## src/rtl/fsmlock_ctrl_if.sv

```systemverilog
// Handshake bundle between a lock front end and fsmlock_ctrl.
// master drives entry bits and code loads; slave (the controller) drives status.
interface fsmlock_ctrl_if #(
    parameter int unsigned CODE_LEN = 4
) ();
    logic                din;
    logic                din_valid;
    logic                abort;
    logic                code_load;
    logic [CODE_LEN-1:0] code_in;
    logic                unlocked;
    logic                fail_pulse;
    logic                locked_out;
    logic [3:0]          fail_cnt;
    logic                busy;

    modport master (
        output din, din_valid, abort, code_load, code_in,
        input  unlocked, fail_pulse, locked_out, fail_cnt, busy
    );

    modport slave (
        input  din, din_valid, abort, code_load, code_in,
        output unlocked, fail_pulse, locked_out, fail_cnt, busy
    );
endinterface

```

## src/rtl/fsmlock_ctrl.sv

```systemverilog
// Serial combination-lock sequencer: frame collection, timed unlock window, failure lockout.
// Optional macro FSMLOCK_CTRL_ENTRY_TIMEOUT_EN abandons a partial frame after an idle gap.
module fsmlock_ctrl #(
    parameter int unsigned         CODE_LEN       = 4,
    parameter logic [CODE_LEN-1:0] DEFAULT_CODE   = 4'b1011,
    parameter int unsigned         MAX_FAILS      = 3,
    parameter int unsigned         UNLOCK_CYCLES  = 8,
    parameter int unsigned         LOCKOUT_CYCLES = 16,
    parameter int unsigned         TIMEOUT_CYCLES = 32
) (
    input logic           clk,
    input logic           reset,
    fsmlock_ctrl_if.slave bus_io
);
    localparam logic [2:0] StIdle    = 3'd0;
    localparam logic [2:0] StCollect = 3'd1;
    localparam logic [2:0] StCheck   = 3'd2;
    localparam logic [2:0] StFail    = 3'd3;
    localparam logic [2:0] StUnlock  = 3'd4;
    localparam logic [2:0] StLockout = 3'd5;

    localparam int unsigned CW     = $clog2(CODE_LEN + 1);
    localparam int unsigned TMAX_A = (UNLOCK_CYCLES > LOCKOUT_CYCLES) ? UNLOCK_CYCLES
                                                                      : LOCKOUT_CYCLES;
    localparam int unsigned TMAX   = (TMAX_A > TIMEOUT_CYCLES) ? TMAX_A : TIMEOUT_CYCLES;
    localparam int unsigned TW     = $clog2(TMAX + 1);

    logic [2:0]          state_q, state_d;
    logic [CODE_LEN-1:0] code_q, code_d;
    logic [CODE_LEN-1:0] shift_q, shift_d;
    logic [CW-1:0]       bit_cnt_q, bit_cnt_d;
    logic [3:0]          fail_cnt_q, fail_cnt_d;
    // Shared by the unlock window, the lockout and (optionally) the entry gap counter.
    logic [TW-1:0]       timer_q, timer_d;

    always_comb begin
        state_d    = state_q;
        code_d     = code_q;
        shift_d    = shift_q;
        bit_cnt_d  = bit_cnt_q;
        fail_cnt_d = fail_cnt_q;
        timer_d    = timer_q;
        case (state_q)
            StIdle: begin
                if (bus_io.din_valid) begin
                    shift_d   = CODE_LEN'(bus_io.din);
                    bit_cnt_d = CW'(1);
                    timer_d   = '0;
                    state_d   = (CODE_LEN == 1) ? StCheck : StCollect;
                end
            end
            StCollect: begin
                if (bus_io.abort) begin
                    shift_d   = '0;
                    bit_cnt_d = '0;
                    state_d   = StIdle;
                end else if (bus_io.din_valid) begin
                    shift_d   = CODE_LEN'({shift_q, bus_io.din});
                    bit_cnt_d = bit_cnt_q + CW'(1);
                    timer_d   = '0;
                    if (bit_cnt_q == CW'(CODE_LEN - 1)) begin
                        state_d = StCheck;
                    end
                end
`ifdef FSMLOCK_CTRL_ENTRY_TIMEOUT_EN
                else if (timer_q == TW'(TIMEOUT_CYCLES - 1)) begin
                    shift_d   = '0;
                    bit_cnt_d = '0;
                    timer_d   = '0;
                    state_d   = StIdle;
                end else begin
                    timer_d = timer_q + TW'(1);
                end
`endif
            end
            StCheck: begin
                bit_cnt_d = '0;
                timer_d   = '0;
                if (shift_q == code_q) begin
                    fail_cnt_d = '0;
                    state_d    = StUnlock;
                end else begin
                    fail_cnt_d = (fail_cnt_q == 4'hF) ? fail_cnt_q : fail_cnt_q + 4'd1;
                    state_d    = StFail;
                end
            end
            StFail: begin
                timer_d = '0;
                state_d = (fail_cnt_q == 4'(MAX_FAILS)) ? StLockout : StIdle;
            end
            StUnlock: begin
                if (bus_io.code_load) begin
                    code_d = bus_io.code_in;
                end
                if (timer_q == TW'(UNLOCK_CYCLES - 1)) begin
                    state_d = StIdle;
                end else begin
                    timer_d = timer_q + TW'(1);
                end
            end
            StLockout: begin
                if (timer_q == TW'(LOCKOUT_CYCLES - 1)) begin
                    fail_cnt_d = '0;
                    state_d    = StIdle;
                end else begin
                    timer_d = timer_q + TW'(1);
                end
            end
            default: state_d = StIdle;
        endcase
    end

    always_ff @(posedge clk or posedge reset) begin
        if (reset) begin
            state_q    <= StIdle;
            code_q     <= DEFAULT_CODE;
            shift_q    <= '0;
            bit_cnt_q  <= '0;
            fail_cnt_q <= '0;
            timer_q    <= '0;
        end else begin
            state_q    <= state_d;
            code_q     <= code_d;
            shift_q    <= shift_d;
            bit_cnt_q  <= bit_cnt_d;
            fail_cnt_q <= fail_cnt_d;
            timer_q    <= timer_d;
        end
    end

    always_comb begin
        bus_io.unlocked   = (state_q == StUnlock);
        bus_io.fail_pulse = (state_q == StFail);
        bus_io.locked_out = (state_q == StLockout);
        bus_io.busy       = (state_q == StCollect);
        bus_io.fail_cnt   = fail_cnt_q;
    end
endmodule

```

## src/flat_wrapper.sv

```systemverilog
// flat-port wrapper written by rule: the top's interface ports become plain ports
module fsmlock_ctrl_flat 
#(
    parameter int unsigned         CODE_LEN       = 4,
    parameter logic [CODE_LEN-1:0] DEFAULT_CODE   = 4'b1011,
    parameter int unsigned         MAX_FAILS      = 3,
    parameter int unsigned         UNLOCK_CYCLES  = 8,
    parameter int unsigned         LOCKOUT_CYCLES = 16,
    parameter int unsigned         TIMEOUT_CYCLES = 32
)
  (clk, reset, bus_io_din, bus_io_din_valid, bus_io_abort, bus_io_code_load, bus_io_code_in, bus_io_unlocked, bus_io_fail_pulse, bus_io_locked_out, bus_io_fail_cnt, bus_io_busy);
  fsmlock_ctrl_if #(.CODE_LEN(CODE_LEN)) bus_io_i ();
  input logic clk;
  input logic reset;
  input wire logic [$bits(bus_io_i.din)-1:0] bus_io_din;
  input wire logic [$bits(bus_io_i.din_valid)-1:0] bus_io_din_valid;
  input wire logic [$bits(bus_io_i.abort)-1:0] bus_io_abort;
  input wire logic [$bits(bus_io_i.code_load)-1:0] bus_io_code_load;
  input wire logic [$bits(bus_io_i.code_in)-1:0] bus_io_code_in;
  output wire logic [$bits(bus_io_i.unlocked)-1:0] bus_io_unlocked;
  output wire logic [$bits(bus_io_i.fail_pulse)-1:0] bus_io_fail_pulse;
  output wire logic [$bits(bus_io_i.locked_out)-1:0] bus_io_locked_out;
  output wire logic [$bits(bus_io_i.fail_cnt)-1:0] bus_io_fail_cnt;
  output wire logic [$bits(bus_io_i.busy)-1:0] bus_io_busy;
  assign bus_io_i.din = bus_io_din;
  assign bus_io_i.din_valid = bus_io_din_valid;
  assign bus_io_i.abort = bus_io_abort;
  assign bus_io_i.code_load = bus_io_code_load;
  assign bus_io_i.code_in = bus_io_code_in;
  assign bus_io_unlocked = bus_io_i.unlocked;
  assign bus_io_fail_pulse = bus_io_i.fail_pulse;
  assign bus_io_locked_out = bus_io_i.locked_out;
  assign bus_io_fail_cnt = bus_io_i.fail_cnt;
  assign bus_io_busy = bus_io_i.busy;
  fsmlock_ctrl #(.CODE_LEN(CODE_LEN), .DEFAULT_CODE(DEFAULT_CODE), .MAX_FAILS(MAX_FAILS), .UNLOCK_CYCLES(UNLOCK_CYCLES), .LOCKOUT_CYCLES(LOCKOUT_CYCLES), .TIMEOUT_CYCLES(TIMEOUT_CYCLES)) u_core (.clk(clk), .reset(reset), .bus_io(bus_io_i));
endmodule
```

## config.mk

```make
export PLATFORM = sky130hd
export DESIGN_NAME = fsmlock_ctrl_flat
export DESIGN_NICKNAME = d
export VERILOG_FILES = /design/src/rtl/fsmlock_ctrl_if.sv /design/src/rtl/fsmlock_ctrl.sv /design/src/flat_wrapper.sv
export SDC_FILE = /design/constraint.sdc
export NUM_CORES = 1
export LEC_CHECK = 0
export CAP_MARGIN = 30
export CORE_AREA = 2 2 75 77
export CTS_CLUSTER_DIAMETER = 150
export DETAILED_ROUTE_END_ITERATION = 6
export DIE_AREA = 0 0 77 79
export GPL_TIMING_DRIVEN = 0
export PLACE_DENSITY = 0.52
export SLEW_MARGIN = 20
export SYNTH_ARGS = -nofsm -noshare
export SYNTH_HDL_FRONTEND = slang
export SYNTH_SLANG_ARGS = --single-unit
```

## constraint.sdc

```tcl
create_clock -name clk -period 2.7 [get_ports clk]
set_clock_uncertainty 0.15 [all_clocks]
set_input_delay 0.405 -clock clk [delete_from_list [all_inputs] [get_ports clk]]
set_output_delay 0.405 -clock clk [all_outputs]
set_load 0.01 [all_outputs]
```

# Word level (Yosys, flattened, before mapping)
# Cells that the tools add are included.
classes:
  n_reduce_logical: 12
  addsub: 3
  mux: 25
  n_eq_ne: 20
ops:
  columns: ["cell", "count"]
  rows:
  - ["3-bit two-way mux", 10]
  - ["6-bit case mux with 5 select lines", 1]
  - ["4-bit two-way mux", 6]
  - ["6-bit two-way mux", 4]
  - ["3-bit case mux with 6 select lines", 1]
  - ["4-bit case mux with 2 select lines", 2]
  - ["3-bit by 2-bit equality test with 1-bit output (second input constant)", 3]
  - ["3-bit case mux with 3 select lines", 1]
  - ["3-bit AND reduction", 3]
  - ["2-bit inequality test (second input constant)", 4]
  - ["6-bit by 1-bit adder with 6-bit output (second input constant)", 1]
  - ["3-bit equality test (second input constant)", 2]
  - ["6-bit by 3-bit equality test with 1-bit output (second input constant)", 1]
  - ["6-bit by 4-bit equality test with 1-bit output (second input constant)", 1]
  - ["3-bit by 2-bit inequality test with 1-bit output (second input constant)", 2]
  - ["5-bit AND reduction", 1]
  - ["5-bit nonzero test", 1]
  - ["4-bit by 1-bit adder with 4-bit output (second input constant)", 1]
  - ["4-bit by 2-bit equality test with 1-bit output (second input constant)", 1]
  - ["4-bit equality test", 1]
  - ["4-bit equality test (second input constant)", 1]
  - ["2-bit by 1-bit inequality test with 1-bit output (second input constant)", 2]
  - ["4-bit AND reduction", 1]
  - ["2-bit nonzero test", 2]
  - ["7 further kinds", 7]
totals:
  input_bits: 10
  wordCells: 66
  output_inout_bits: 8
  reg_bits: 24

# Depth between registers and ports, before layout
# Gate-level depths: netlist (run 1).
logic_depth:
  word_depth: 5
  mapped_depth: 7
  ltp_nobuf: 6

# Worst setup path after synthesis (run 1)
# OpenSTA, ideal clock, no wires.
synth_timing:
  path_type: "register to register"
  from: "register u_core.state_q[2]"
  to: "register u_core.state_q[0]"
  synth_period_minus_slack_ps: 1788
  path_slack_ps: 912
  stages_incl_launch_ff: 8
  arrival_ps: 1498
  required_ps: 2411
  path_cell_list: "dfrtp_1 buf_4 inv_1 ha_1 nor2_1 nor4b_1 a221oi_1 o32ai_2"
synth_via:
  elab_chain_cells: 3
  elab_cells_between_ends: 13
  classes_between: "eq/ne (10); mux (1); reduce/logical (2)"
synth_rtl:
  columns: ["element", "line", "source"]
  rows:
  - ["start: declaration", "fsmlock_ctrl.sv:28", "logic [2:0] state_q, state_d;"]
  - ["start signal: assignment", "fsmlock_ctrl.sv:115", "state_q <= StIdle;"]
  - ["start signal: assignment", "fsmlock_ctrl.sv:122", "state_q <= state_d;"]
  - ["3-bit by 1-bit equality test with 1-bit output, or another cell as far along", "fsmlock_ctrl.sv:43", "case (state_q)"]
  - ["3-bit by 2-bit inequality test with 1-bit output (no source line), or another cell as far along", null, null]
  - ["5-bit AND reduction (no source line)", null, null]
# Several ways; a longest one is shown, not always the timed one.
# A chain may end at the register's enable or synchronous reset.

# Final worst setup path (run 1)
layout_timing:
  from: "register u_core.state_q[1]"
  to: "output bus_io_fail_pulse"
layout_via:
  elab_chain_cells: 1
layout_rtl:
  columns: ["element", "line", "source"]
  rows:
  - ["3-bit by 2-bit equality test with 1-bit output", "fsmlock_ctrl.sv:133", "bus_io.fail_pulse = (state_q == StFail);"]
  - ["end: declaration", "flat_wrapper.sv:21", "output wire logic [$bits(bus_io_i.fail_pulse)-1:0] bus_io_fail_pulse;"]
# No other way between the ends.

==> results of run 1 <==
## power groups by stage
stage	sequential, mW	combinational (mW)	clock, mW
3_3_place_gp	0.588	1.06	0
3_5_place_dp	0.594	1.08	0
5_1_grt	0.604	1.19	0.276
6_report	0.584	1.08	0.247
4_1_cts	0.587	1.08	0.253
2_1_floorplan	0.575	0.803	0
## sequential cells by signal, summed over array words and instances (netlist names)
register / count
u_core.timer_q: 6
u_core.bus_io.fail_cnt: 4
u_core.code_q: 4
u_core.shift_q: 4
u_core.bit_cnt_q: 3
u_core.state_q: 3
## through the flow
step	power, mW	worst slack, ns	hold slack (ns)	util	std cells
after floorplan	1.38	0.912	0.267	-	152
final	1.91	0.321	0.299	0.357	246
after CTS	1.92	0.324	0.317	0.357	246
after global placement	1.65	0.530	0.342	0.344	241
after detailed placement	1.67	0.527	0.367	0.347	242
after global routing	2.07	0.205	0.343	0.357	246
## worst reg2reg max path: cells and delay by family (launching register included)
family,cells,cell delay (ns)
and+or+nand+nor,2,0.38
AOI/OAI and AO/OA,2,0.48
buffers and inverters,2,0.34
DFF,1,0.40
adders and majority gates,1,0.22
## worst paths after layout
| kind | start | endpoint | slack (ns) | cells past startpoint |
|---|---|---|---|---|
| max | u_core.state_q[1] | bus_io_fail_pulse | 0.32 | 4 |
| min | reset | u_core.code_q[2] | 0.30 | 2 |
| min reg2reg | u_core.bit_cnt_q[2] | u_core.bit_cnt_q[2] | 0.38 | 1 |
| min in group clk | u_core.bit_cnt_q[2] | u_core.bit_cnt_q[2] | 0.38 | 1 |
| max reg2reg | u_core.state_q[2] | u_core.state_q[0] | 0.62 | 7 |
| max in group asynchronous | reset | u_core.bus_io.fail_cnt[3] | 1.64 | 3 |
## cell families after synthesis
kind of cell             Yosys count
AO/OA/AOI/OAI                     34
XOR/XNOR                           4
adder cells (fa/ha/maj)            8
buffers and inverters             17
flip-flops                        24
multiplexers                      10
AND/OR/NAND/NOR                   55
## layout make-up
| type | count | area (um^2) |
|---|---|---|
| multi-input combinational | 111 | 886 |
| fill | 560 | 3430 |
| clock buffer | 4 | 55.1 |
| buffer | 5 | 40.0 |
| sequential | 24 | 604 |
| inverter | 12 | 45.0 |
| tap | 72 | 90.1 |
| timing repair buffer | 18 | 185 |
## routing by layer
metal,vias up,global-route usage
li1,604,-
met1,624,0.162
met2,15,0.200
met3,2,0.0148
met4,0,0.0357
met5,-,0
## synthesized netlist by cell type, drive strengths merged, types with 2 or more instances
cell,n,area [um^2]
a211o,2,17.5
a21oi,4,20.0
a22o,5,43.8
and2,3,18.8
buf,5,40.0
dfrtp,21,526
dfstp,3,78.8
ha,8,100
inv,12,45.0
mux2,7,78.8
mux2i,3,30.0
nand2,9,36.3
nand2b,4,32.5
nand3,9,50.1
nand4,4,25.0
nor2,8,32.5
nor2b,2,12.5
nor3b,4,57.6
o211ai,2,15.0
o21ai,5,25.0
o22ai,2,12.5
o2bb2ai,2,17.5
or3,3,23.8
xnor2,4,35.0
==> reports/results.ini, run 1 <==
[clock_tree]
cts_buffer_depth = 2
path_clk_slew_ns = 0.09
h-tree-depth = 1
tritoncts.num_buffers = 3
ctsHoldBuffers = 0
clock-root-buffer = clkbuf_8
cts_tree = yes
clk_latency_ns = 0.26
cts_resized = 0
cts_sinks = 24
post_cts_buffers = 0

[final_layout]
area_growth_pct = 21.0
diodes = 0
drive_above_1_share = 0.201
final_common_cell = dfrtp_1
num-nets-final = 193
mostFrequentLayoutCells = dfrtp_1, clkdlybuf4s50_1, inv_1
final_area_um2 = 1910

[global_routing]
track_usage = 0.119
grt-ovfl-total = 0
grt_pass1_wl_um = 5910
grt_max_degree = 14
grt_pass1_vias = 1244
antenna_found_initial = 0

[setup_path]
cpMaxStageDelayCell = clkdlybuf4s50_1
endpoint_kind = primary output
path_delay_family = buffers and inverters
critPathKind = flip-flop to primary output
path_max_fanout = 10
critPathMaxStageDelay_ns = 0.55
path_cells = buf_6, nor2b_1, and2_1, clkdlybuf4s50_1
worstSetupStartpointType = flip-flop
crit_buf_inv = 2
worstPathArrival_ns = 1.82
worstPathRequired_ns = 2.14

[min_path]
hold_class = input pin to asynchronous set/reset pin

[placed_design]
dp_hpwl_um = 2590
gp_congestion = 0.835
port_buffers = 17
place_area_um2 = 1850

[drt]
drc_errors = 0
avgViaCountPerCell = 5.06
vias = 1245
firstDrtPassIters = 4
wl_met3_um = 74
drt-met1-wl_um = 1670
route.met2.wl_um = 1630
wl_per_cell_um = 13.8
drt_iter0_drc = 87
ant_nets = 0
drt_wl_total_um = 3400
top_layer = met4

[synthesis]
synth_top_family_by_area = simple AND/OR/NAND/NOR gates
async_flop_share = 1.00
yosysWarnings = 0
syn_area_um2 = 1580
synth_xor_xnor_area_share = 0.0222
ys_types = 54
synth-seq-area-share = 0.384
netlist_instances = 152
synth-compound-area-share = 0.169
ys.flop_type = dfrtp_1
muxShareOfSynthArea = 0.0691
synth_nets = 170
synth_simple_gate_area_frac = 0.238
syn_area_per_cell_um2 = 10.4
ys_seq_elements = 24
synth-edff-count = 0
synthAdderAreaFrac = 0.0635

[sta]
period_share = 0.881
finalHoldViolCount = 0
final.min_clock_period_ns = 2.38
rsz0062_at_grt = false
slew_headroom = 0.678
maxSlewViolCount = 0
tns_ns = 0
final-setup-viol-count = 0
worst-slew-pin-transition_ns = 0.482
timing.fmax_mhz = 420

[floorplan]
fp.dieArea_um2 = 6080
start_util = 0.295
die_y_um = 79
fp-row-count = 27
die_w_um = 77
io_pins = 18
coreArea_um2 = 5340

[pwr]
p_sw_uw = 773
leakagePower_nw = 0.780
p_int_mw = 1.14
seqPwrFrac = 0.306
switching_share = 0.405
pwr-share-comb = 0.565
peakVddDrop_mv = 0.316
clock_power_share = 0.130
powerDensity_nw_per_um2 = 1000

[outcome]
status = completed

[flow_run]
maxCapViolCount = 0

(Power assumes the default switching activity.)
==> run 2, diff against run 1 <==
--- a/config.mk
+++ b/config.mk
@@ -6,12 +6,12 @@
 export NUM_CORES = 1
 export LEC_CHECK = 0
 export CAP_MARGIN = 30
-export CORE_AREA = 2 2 75 77
+export CORE_AREA = 2 2 55 57
 export CTS_CLUSTER_DIAMETER = 150
 export DETAILED_ROUTE_END_ITERATION = 6
-export DIE_AREA = 0 0 77 79
+export DIE_AREA = 0 0 57 59
 export GPL_TIMING_DRIVEN = 0
-export PLACE_DENSITY = 0.52
+export PLACE_DENSITY = 0.85
 export SLEW_MARGIN = 20
 export SYNTH_ARGS = -nofsm -noshare
 export SYNTH_HDL_FRONTEND = slang
==> constraint.sdc (replaced) <==
create_clock -name clk -period 2.85 [get_ports clk]
set_clock_uncertainty 0.15 [all_clocks]
set_input_delay 0.4275 -clock clk [delete_from_list [all_inputs] [get_ports clk]]
set_output_delay 0.4275 -clock clk [all_outputs]
set_load 0.01 [all_outputs]
==> reports/results.ini, run 2 (synthesized netlist as in run 1, its figures left out) <==
[final_layout]
largest_reg_flops = 6  ; unchanged
final_area_um2 = 1850  ; was 1910 um^2
drive_above_1_share = 0.201  ; unchanged
fillers = 218  ; was 560
final_common_cell = dfrtp_1  ; unchanged
mostFrequentLayoutCells = dfrtp_1, clkdlybuf4s50_1, inv_1  ; unchanged
final_util = 0.683  ; was 0.357
regArea_um2 = 604  ; unchanged
regMostFlops = u_core.timer_q  ; unchanged
area_growth_pct = 17.6  ; was 21.0%
diodes = 0  ; unchanged
num-nets-final = 193  ; unchanged
multiInputGateArea_um2 = 886  ; unchanged
final_cells = 205  ; was 246

[sta]
timing.fmax_mhz = 409
worst-slew-pin-transition_ns = 0.552  ; was 0.482 ns
period_share = 0.859
slew_headroom = 0.631  ; was 0.678
tns_ns = 0  ; unchanged
final-setup-viol-count = 0  ; unchanged
rsz0062_at_grt = false  ; unchanged
whs_ns = 0.276  ; was 0.299 ns
final.min_clock_period_ns = 2.45
finalHoldViolCount = 0  ; unchanged
fin_ws_ns = 0.402  ; was 0.321 ns
maxSlewViolCount = 0  ; unchanged

[drt]
vias = 1305  ; was 1,245
firstDrtPassIters = 4  ; unchanged
wl_per_cell_um = 17.0  ; was 13.8 um
avgViaCountPerCell = 6.37  ; was 5.06
drt_iter0_drc = 51  ; was 87
drc_errors = 0  ; unchanged
drt_wl_total_um = 3480  ; was 3400 um
ant_nets = 0  ; unchanged

[setup_path]
endpoint_kind = primary output  ; unchanged
path_max_fanout = 10  ; unchanged
worstPathArrival_ns = 1.87  ; was 1.82 ns
cpMaxStageDelayCell = clkdlybuf4s50_1  ; unchanged
crit_buf_inv = 2  ; unchanged
worstPathRequired_ns = 2.27  ; was 2.14 ns
path_depth = 4  ; unchanged
path_cells = buf_6, nor2b_1, and2_1, clkdlybuf4s50_1  ; unchanged
critPathKind = flip-flop to primary output  ; unchanged
path_delay_family = buffers and inverters  ; unchanged
critPathMaxStageDelay_ns = 0.54  ; was 0.55 ns
rr_worst_depth = 7  ; unchanged
worstSetupStartpointType = flip-flop  ; unchanged

[clock_tree]
cts_sinks = 24  ; unchanged
post_cts_buffers = 0  ; unchanged
ctsHoldBuffers = 0  ; unchanged
tritoncts.num_buffers = 3  ; unchanged
clock-root-buffer = clkbuf_4  ; was clkbuf_8
cts_resized = 0  ; unchanged
clk_latency_ns = 0.33  ; was 0.26 ns
h-tree-depth = 1  ; unchanged
path_clk_slew_ns = 0.15  ; was 0.09 ns
cts_tree = yes  ; unchanged
cts_buffer_depth = 2  ; unchanged

[global_routing]
grt_pass1_vias = 1315  ; was 1,244
grt_pass1_wl_um = 6030  ; was 5910 um
track_usage = 0.227  ; was 0.119
use_met2 = 0.379  ; was 0.200
grt_use_met3 = 0.0240  ; was 0.0148
antenna_found_initial = 0  ; unchanged
grt_max_degree = 25  ; was 14
grt-busiest-layer = met2  ; unchanged
gr-usage-met1 = 0.309  ; was 0.162
grt-ovfl-total = 0  ; unchanged

[pwr]
leakagePower_nw = 0.780  ; about the same
powerDensity_nw_per_um2 = 1000  ; about the same
finalPower_mw = 1.85  ; was 1.91 mW
peakVddDrop_mv = 0.652  ; was 0.316 mV

[floorplan]
fp-row-count = 19  ; was 27
fp.dieArea_um2 = 3360  ; was 6080 um^2
die_y_um = 59  ; was 79 um
start_util = 0.581  ; was 0.295
io_pins = 18  ; unchanged
die_w_um = 57  ; was 77 um
coreArea_um2 = 2710  ; was 5340 um^2

[placed_design]
dpl.cell_count = 200  ; was 242
dp_hpwl_um = 2620  ; was 2590 um
place_area_um2 = 1780  ; was 1850 um^2
dp_slack_ns = 0.652  ; was 0.527 ns
gp_congestion = 0.901  ; was 0.835
port_buffers = 17  ; unchanged

[flow_run]
maxCapViolCount = 0  ; unchanged

[outcome]
status = completed  ; unchanged

[min_path]
hold_class = input pin to asynchronous set/reset pin  ; unchanged

run 2: path summary, 6_finish.rpt:
path,from,end,slack (ns)
max in group asynchronous,reset,u_core.state_q[0],1.79
min in group clk,u_core.bit_cnt_q[2],u_core.bit_cnt_q[2],0.38
setup reg to reg,u_core.state_q[2],u_core.state_q[0],0.70
setup / recovery,u_core.state_q[1],bus_io_fail_pulse,0.40
hold reg to reg,u_core.bit_cnt_q[2],u_core.bit_cnt_q[2],0.38
hold / removal,reset,u_core.bus_io.fail_cnt[1],0.28
run 2: power by group:
| part | switching (mW) | total, mW | internal (mW) | leakage, nW |
|---|---|---|---|---|
| logic | 0.547 | 1.04 | 0.498 | 0.444 |
| registers | 0.0997 | 0.555 | 0.456 | 0.308 |
| clock network | 0.111 | 0.254 | 0.142 | 0.0279 |
| total | 0.758 | 1.85 | 1.10 | 0.780 |
run 2: final cells by class:
type / instances / area share
Clock buffer: 3 / 0.0122
Buffer: 5 / 0.0216
Inverter: 12 / 0.0243
Clock inverter: 1 / 0.0162
Tap cell: 31 / 0.0209
Sequential cell: 24 / 0.326
Multi-Input combinational cell: 111 / 0.478
Timing Repair Buffer: 18 / 0.100
run 2: layer usage:
layer | wire length [um] | vias to the layer above
met4 | 70 | 0
met5 | 0 | -
met1 | 1600 | 656
met3 | 119 | 9
met2 | 1700 | 35
li1 | - | 605
run 2: worst register-to-register path: stages, from the launching register on:
cell and delay [ns]:
dfrtp_1 0.42, buf_4 0.20, inv_1 0.15, ha_1 0.22, nor2_1 0.28, nor4b_1 0.12
a221oi_1 0.37, o32ai_2 0.14
